--- config.mk ---
export PLATFORM = sky130hd
export DESIGN_NAME = ps2_kbd_rx
export DESIGN_NICKNAME = d
export VERILOG_FILES = /design/src/rtl/ps2_pkg.sv /design/src/rtl/ps2_kbd_rx_sync_fifo.sv /design/src/rtl/ps2_kbd_rx.sv
export SDC_FILE = /design/constraint.sdc
export NUM_CORES = 1
export LEC_CHECK = 0
export BUFFER_PORTS_ARGS = -buffer_cell sky130_fd_sc_hd__buf_2
export CORE_ASPECT_RATIO = 0.75
export CORE_MARGIN = 2
export CORE_UTILIZATION = 50
export CTS_CLUSTER_SIZE = 16
export DETAILED_ROUTE_END_ITERATION = 16
export GPL_TIMING_DRIVEN = 0
export PLACE_DENSITY = 0.73
export SETUP_SLACK_MARGIN = 0.05
export SYNTH_ARGS = -nofsm -noshare
export SYNTH_HDL_FRONTEND = slang
export SYNTH_SLANG_ARGS = --single-unit
export TNS_END_PERCENT = 10
--- constraint.sdc ---
create_clock -name clk -period 5.6 [get_ports clk]
set_input_delay 0.56 -clock clk [delete_from_list [all_inputs] [get_ports clk]]
set_output_delay 0.56 -clock clk [all_outputs]
set_load 0.05 [all_outputs]
--- src/rtl/ps2_pkg.sv ---
// Shared types and constants for the PS/2 keyboard receiver.
package ps2_pkg;

    localparam logic [7:0] PS2_PREFIX_EXT = 8'hE0;
    localparam logic [7:0] PS2_PREFIX_BRK = 8'hF0;
    localparam int         PS2_FRAME_LEN  = 11;

    typedef struct packed {
        logic       ext;
        logic       brk;
        logic [7:0] code;
    } ps2_evt_t;

    typedef enum logic [1:0] {
        ST_IDLE,
        ST_RECV,
        ST_STOP
    } ps2_state_e;

    // start=0, stop=1, odd parity across data and parity bit
    function automatic logic ps2_frame_ok(
        input logic [PS2_FRAME_LEN-1:0] f
    );
        return !f[0] && f[PS2_FRAME_LEN-1] && (^f[9:1]);
    endfunction

endpackage

--- src/rtl/ps2_kbd_rx_sync_fifo.sv ---
// Synchronous FIFO with wrap-bit pointers; push with full is dropped unless a pop frees a slot.
module sync_fifo #(
    parameter int WIDTH = 10,
    parameter int DEPTH = 8
) (
    input  logic             clk,
    input  logic             rst,
    input  logic             push,
    input  logic [WIDTH-1:0] wdata,
    input  logic             pop,
    output logic [WIDTH-1:0] rdata,
    output logic             empty,
    output logic             full,
    output logic             dropped
);

    localparam int         AW      = $clog2(DEPTH);
    localparam logic [AW:0] PTR_ONE = {{AW{1'b0}}, 1'b1};

    logic [AW:0]      wr_q, wr_d;
    logic [AW:0]      rd_q, rd_d;
    logic [WIDTH-1:0] mem_q [DEPTH];
    logic [WIDTH-1:0] mem_d [DEPTH];
    logic             do_push;
    logic             do_pop;

    always_comb begin
        empty   = (wr_q == rd_q);
        full    = (wr_q[AW] != rd_q[AW]) &&
                  (wr_q[AW-1:0] == rd_q[AW-1:0]);
        do_pop  = pop && !empty;
        do_push = push && (!full || do_pop);
        dropped = push && full && !do_pop;
        rdata   = mem_q[rd_q[AW-1:0]];
        wr_d    = wr_q;
        rd_d    = rd_q;
        mem_d   = mem_q;
        if (do_push) begin
            mem_d[wr_q[AW-1:0]] = wdata;
            wr_d = wr_q + PTR_ONE;
        end
        if (do_pop) begin
            rd_d = rd_q + PTR_ONE;
        end
    end

    always_ff @(posedge clk) begin
        if (!rst) begin
            wr_q <= '0;
            rd_q <= '0;
        end else begin
            wr_q <= wr_d;
            rd_q <= rd_d;
        end
    end

    always_ff @(posedge clk) begin
        mem_q <= mem_d;
    end

endmodule

--- src/rtl/ps2_kbd_rx.sv ---
// PS/2 keyboard receiver: sync, frame check, E0/F0 folding, event FIFO.
module ps2_kbd_rx
    import ps2_pkg::*;
#(
    parameter int FIFO_DEPTH     = 8,
    parameter int TIMEOUT_CYCLES = 50000,
    parameter int SYNC_STAGES    = 3
) (
    input  logic       clk,
    input  logic       rst,
    input  logic       ps2_clk,
    input  logic       ps2_data,
    input  logic       nextdata_n,
    output logic       ready,
    output logic [7:0] code,
    output logic       brk,
    output logic       ext,
    output logic       overflow,
    input  logic       overflow_clr,
    output logic       frame_err
);

    localparam int          TW      = $clog2(TIMEOUT_CYCLES + 1);
    localparam logic [TW-1:0] TO_LAST = TW'(TIMEOUT_CYCLES - 1);
    localparam logic [TW-1:0] TO_ONE  = TW'(1);

    logic [SYNC_STAGES-1:0] kclk_q, kclk_d;
    logic [SYNC_STAGES-1:0] kdat_q, kdat_d;
    ps2_state_e             state_q, state_d;
    logic [3:0]             cnt_q, cnt_d;
    logic [9:0]             sr_q, sr_d;
    logic                   ext_pend_q, ext_pend_d;
    logic                   brk_pend_q, brk_pend_d;
    logic [TW-1:0]          to_q, to_d;
    logic                   err_q, err_d;
    logic                   ovf_q, ovf_d;

    logic                   fall;
    logic                   bit_in;
    logic                   timeout;
    logic [PS2_FRAME_LEN-1:0] frame;
    logic [7:0]             rx_byte;
    logic                   push;
    ps2_evt_t               push_evt;
    ps2_evt_t               head;
    logic [$bits(ps2_evt_t)-1:0] head_raw;
    logic                   fifo_empty;
    logic                   fifo_full;
    logic                   fifo_drop;

    always_comb begin
        kclk_d  = {kclk_q[SYNC_STAGES-2:0], ps2_clk};
        kdat_d  = {kdat_q[SYNC_STAGES-2:0], ps2_data};
        fall    = kclk_q[SYNC_STAGES-1] && !kclk_q[SYNC_STAGES-2];
        bit_in  = kdat_q[SYNC_STAGES-1];
        frame   = {bit_in, sr_q};
        rx_byte = frame[8:1];
    end

    // Watchdog only runs mid-frame; any falling edge restarts it
    always_comb begin
        timeout = 1'b0;
        if (state_q == ST_IDLE || fall) begin
            to_d = '0;
        end else if (to_q == TO_LAST) begin
            to_d    = '0;
            timeout = 1'b1;
        end else begin
            to_d = to_q + TO_ONE;
        end
    end

    always_comb begin
        state_d    = state_q;
        cnt_d      = cnt_q;
        sr_d       = sr_q;
        ext_pend_d = ext_pend_q;
        brk_pend_d = brk_pend_q;
        err_d      = 1'b0;
        push       = 1'b0;
        push_evt   = '{ext: ext_pend_q, brk: brk_pend_q, code: rx_byte};
        if (timeout) begin
            state_d = ST_IDLE;
            cnt_d   = '0;
            err_d   = 1'b1;
        end else if (fall) begin
            unique case (state_q)
                ST_IDLE: begin
                    sr_d    = {bit_in, sr_q[9:1]};
                    cnt_d   = 4'd1;
                    state_d = ST_RECV;
                end
                ST_RECV: begin
                    sr_d  = {bit_in, sr_q[9:1]};
                    cnt_d = cnt_q + 4'd1;
                    if (cnt_q == 4'd9) begin
                        state_d = ST_STOP;
                    end
                end
                ST_STOP: begin
                    cnt_d   = '0;
                    state_d = ST_IDLE;
                    if (ps2_frame_ok(frame)) begin
                        unique case (1'b1)
                            (rx_byte == PS2_PREFIX_EXT): ext_pend_d = 1'b1;
                            (rx_byte == PS2_PREFIX_BRK): brk_pend_d = 1'b1;
                            default: begin
                                push       = 1'b1;
                                ext_pend_d = 1'b0;
                                brk_pend_d = 1'b0;
                            end
                        endcase
                    end else begin
                        err_d      = 1'b1;
                        ext_pend_d = 1'b0;
                        brk_pend_d = 1'b0;
                    end
                end
                default: begin
                    state_d = ST_IDLE;
                    cnt_d   = '0;
                end
            endcase
        end
    end

    always_comb begin
        ovf_d = ovf_q;
        if (fifo_drop) begin
            ovf_d = 1'b1;
        end else if (overflow_clr) begin
            ovf_d = 1'b0;
        end
    end

    always_ff @(posedge clk) begin
        if (!rst) begin
            kclk_q     <= '0;
            kdat_q     <= '0;
            state_q    <= ST_IDLE;
            cnt_q      <= '0;
            sr_q       <= '0;
            ext_pend_q <= 1'b0;
            brk_pend_q <= 1'b0;
            to_q       <= '0;
            err_q      <= 1'b0;
            ovf_q      <= 1'b0;
        end else begin
            kclk_q     <= kclk_d;
            kdat_q     <= kdat_d;
            state_q    <= state_d;
            cnt_q      <= cnt_d;
            sr_q       <= sr_d;
            ext_pend_q <= ext_pend_d;
            brk_pend_q <= brk_pend_d;
            to_q       <= to_d;
            err_q      <= err_d;
            ovf_q      <= ovf_d;
        end
    end

    sync_fifo #(
        .WIDTH($bits(ps2_evt_t)),
        .DEPTH(FIFO_DEPTH)
    ) u_fifo (
        .clk    (clk),
        .rst    (rst),
        .push   (push),
        .wdata  (push_evt),
        .pop    (!nextdata_n),
        .rdata  (head_raw),
        .empty  (fifo_empty),
        .full   (fifo_full),
        .dropped(fifo_drop)
    );

    always_comb begin
        head      = ps2_evt_t'(head_raw);
        ready     = !fifo_empty;
        code      = head.code;
        brk       = head.brk;
        ext       = head.ext;
        overflow  = ovf_q;
        frame_err = err_q;
    end

endmodule
==> flow_summary.yaml <==
status:
  status: "completed"
routing:
  drt_iter0_drc: 232
  finalWirelength_um: 10500
  ant_nets: 0
  drc: 0
  dr.pass1.iters: 5
  wl_per_cell_um: 18.0
  vias: 3281
  via_per_inst: 5.65
synth:
  yosys-top-cells-area: "edfxtp_1 44%, dfxtp_1 18%, mux4_2 8.2%"
  synth-seq-cells: 130
  synth_most_common_cell: "edfxtp_1"
  synth-async-reset-ratio_pct: 0
  synth_edf_count: 80
  yosysTopAreaCell: "edfxtp_1"
  synth_area_um2: 5480
  synthDistinctLibCells: 50
  syn_avg_cell_area_um2: 14.1
  ys.flop_type: "edfxtp_1"
  synth-seq-area-share_pct: 62.1
  yosysWarningCount: 0
  syn_nets: 406
  synth_top_cell_area_share_pct: 43.8
  synthTopCellsByCount: "80 x edfxtp_1, 50 x dfxtp_1, 26 x nor2_1"
  synthCells: 390
clocking:
  tritoncts: "built"
  insertion_delay_ps: 410
  h-tree-depth: 4
  cts_setup_buffers: 0
  clk_path_buf_depth: 2
  cts.clk_slew.worst_paths_ps: 60
  ctsHoldBuffers: 0
  root_buffer: "clkbuf_16"
  post_cts_resized: 0
  clkSinkCount: 130
  cts_buffers: 17
place:
  io_buffers: 18
  gp_congestion: 0.805
  place_hpwl_um: 6700
worst_setup_path:
  path_cells: "inv_1 > ha_1 > xnor3_2 > xnor2_4 > a2111oi_2 > buf_4"
  cpPeakStageDelay_ps: 920
  worstPathArrival_ps: 3240
  crit_path_start_kind: "flop"
  cp_num_buf_inv: 2
  critPathTopFamily: "compound AO/OA/AOI/OAI gates"
  worstPathRequired_ps: 5720
  worstSetupEndpointType: "flop"
  crit_fanout: 11
  path_class: "flop to flop"
  cpMaxStageDelayCell: "a2111oi_2"
sta:
  tightest_slew_ps: 992
  skew_ps: 7.80
  min_period_ps: 3120
  setup_viol: 0
  hold_viol_final: 0
  slew_headroom_pct: 33.7
  setup_tns_ps: 0
  clock.fmax_mhz: 320
  final_max_slew_viol_count: 0
  rsz0062_at_grt: "no"
  finalCritPeriodShare_pct: 55.7
floorplan:
  coreArea_um2: 10800
  die_y_um: 94.7
  start_util_pct: 50.7
  die_area_um2: 11800
  ioPinCount: 19
  die_w_um: 125
  row_count: 33
global_route:
  use_met3_pct: 5.33
  overflow: 0
  use_met1_pct: 25.9
  antenna_found_initial: 0
  grt_pass1_vias: 3214
  grt_pass1_wl_um: 16900
  grt_usage_pct: 19.2
  grt_max_degree: 17
  grt_busiest_layer: "met2"
  grt_use_met2_pct: 30.2
pwr:
  cellLeakagePower_nw: 2.14
  power_density_nw_per_um2: 340
  total_power_w: 0.00217
  irDropWorstVdd_mv: 0.196
job:
  maxCapViolations: 0
cells_and_area:
  layout.nets: 444
  num_antenna_cells: 0
  layout-drive-gt1-share_pct: 21.3
  area_growth_pct: 16.3
min_path:
  hp-class: "input port to flop"
==> area by class of cell <==
type                       instances  area (um^2)
buffer                            18         75.1
clock buffer                      17          425
clock inverter                    15          189
fill                             856         4440
inverter                          12         45.0
multi-input combinational        230         1960
sequential                       130         3400
tap                              140          175
timing repair buffer              19         97.6
==> final timing paths <==
kind                                            from  cells after the start  slack, ps                   endpoint
worst min register to register  kdat_q[0]$_SDFF_PN0_                      1        430       kdat_q[1]$_SDFF_PN0_
worst max register to register  sr_q[2]$_SDFFE_PN0P_                      6       2480  u_fifo.mem_q[5]$_DFFE_PP_
worst max-delay path            sr_q[2]$_SDFFE_PN0P_                      6       2480  u_fifo.mem_q[5]$_DFFE_PP_
worst min-delay path                        ps2_data                      2        350       kdat_q[0]$_SDFF_PN0_
==> metal layers <==
layer | part of all wire [%] | wire length (um)
met4 | 1.1 | 113
met1 | 47 | 4880
met5 | 0 | 0
met3 | 4.7 | 488
met2 | 48 | 4990
==> registers in the layout, summed over array words and instances (netlist names) <==
| register | flops |
|---|---|
| u_fifo.mem_q | 80 |
| cnt_q | 4 |
| u_fifo.wr_q | 4 |
| brk_pend_q | 1 |
| overflow | 1 |
| kdat_q | 3 |
| sr_q | 10 |
| u_fifo.rd_q | 4 |
| kclk_q | 3 |
| frame_err | 1 |
| to_q | 16 |
| ext_pend_q | 1 |
| state_q | 2 |
==> cells by family after synthesis <==
kind of cell	share of synthesized area (%)
buffers and inverters	2.19
adder cells (fa/ha/maj)	2.28
flip-flops	62.1
AND/OR/NAND/NOR	11.8
AO/OA/AOI/OAI	5.64
XOR/XNOR	4.27
multiplexers	11.7
==> cell usage in the layout, fill, tap and decap left out, types with 3 or more instances in the layout <==
cell type	netlist	layout
edfxtp_1	80	80
dfxtp_1	50	50
nor2_1	26	26
buf_2	6	24
nand2_1	24	24
mux4_2	20	20
clkbuf_16	0	17
xnor2_1	16	16
o21ai_0	13	13
inv_1	12	12
clkbuf_1	12	12
mux2_2	10	10
a21boi_0	10	10
ha_1	10	10
nand2b_1	9	9
nand3_1	8	8
mux2i_1	8	8
and2_1	7	7
nand4_1	7	7
nor4_1	7	7
nor3_1	6	6
nor2b_1	4	4
a21oi_1	4	4
clkinvlp_4	0	4
bufinv_16	0	4
and3_1	3	3
a2111oi_2	2	3
and4b_1	3	3
xor2_1	3	3
clkinv_1	0	3
==> through the flow <==
stage	cells	util, %	setup slack, ps	instance area, um^2	hold WS, ps
4_1_cts	581	58.9	2450	6370	346
3_5_place_dp	549	53.3	2480	5760	426
3_3_place_gp	548	53.1	304	5750	413
2_1_floorplan	390	-	2000	5480	412
5_1_grt	581	58.9	2260	6370	351
6_report	581	58.9	2480	6370	355
==> power by group <==
part           switching, W  internal, W  total [W]
sequential       0.00000164      0.00101    0.00101
combinational     0.0000104   0.00000597  0.0000164
clock              0.000404     0.000739    0.00114
No activity file was read; power rests on OpenSTA's default activity.
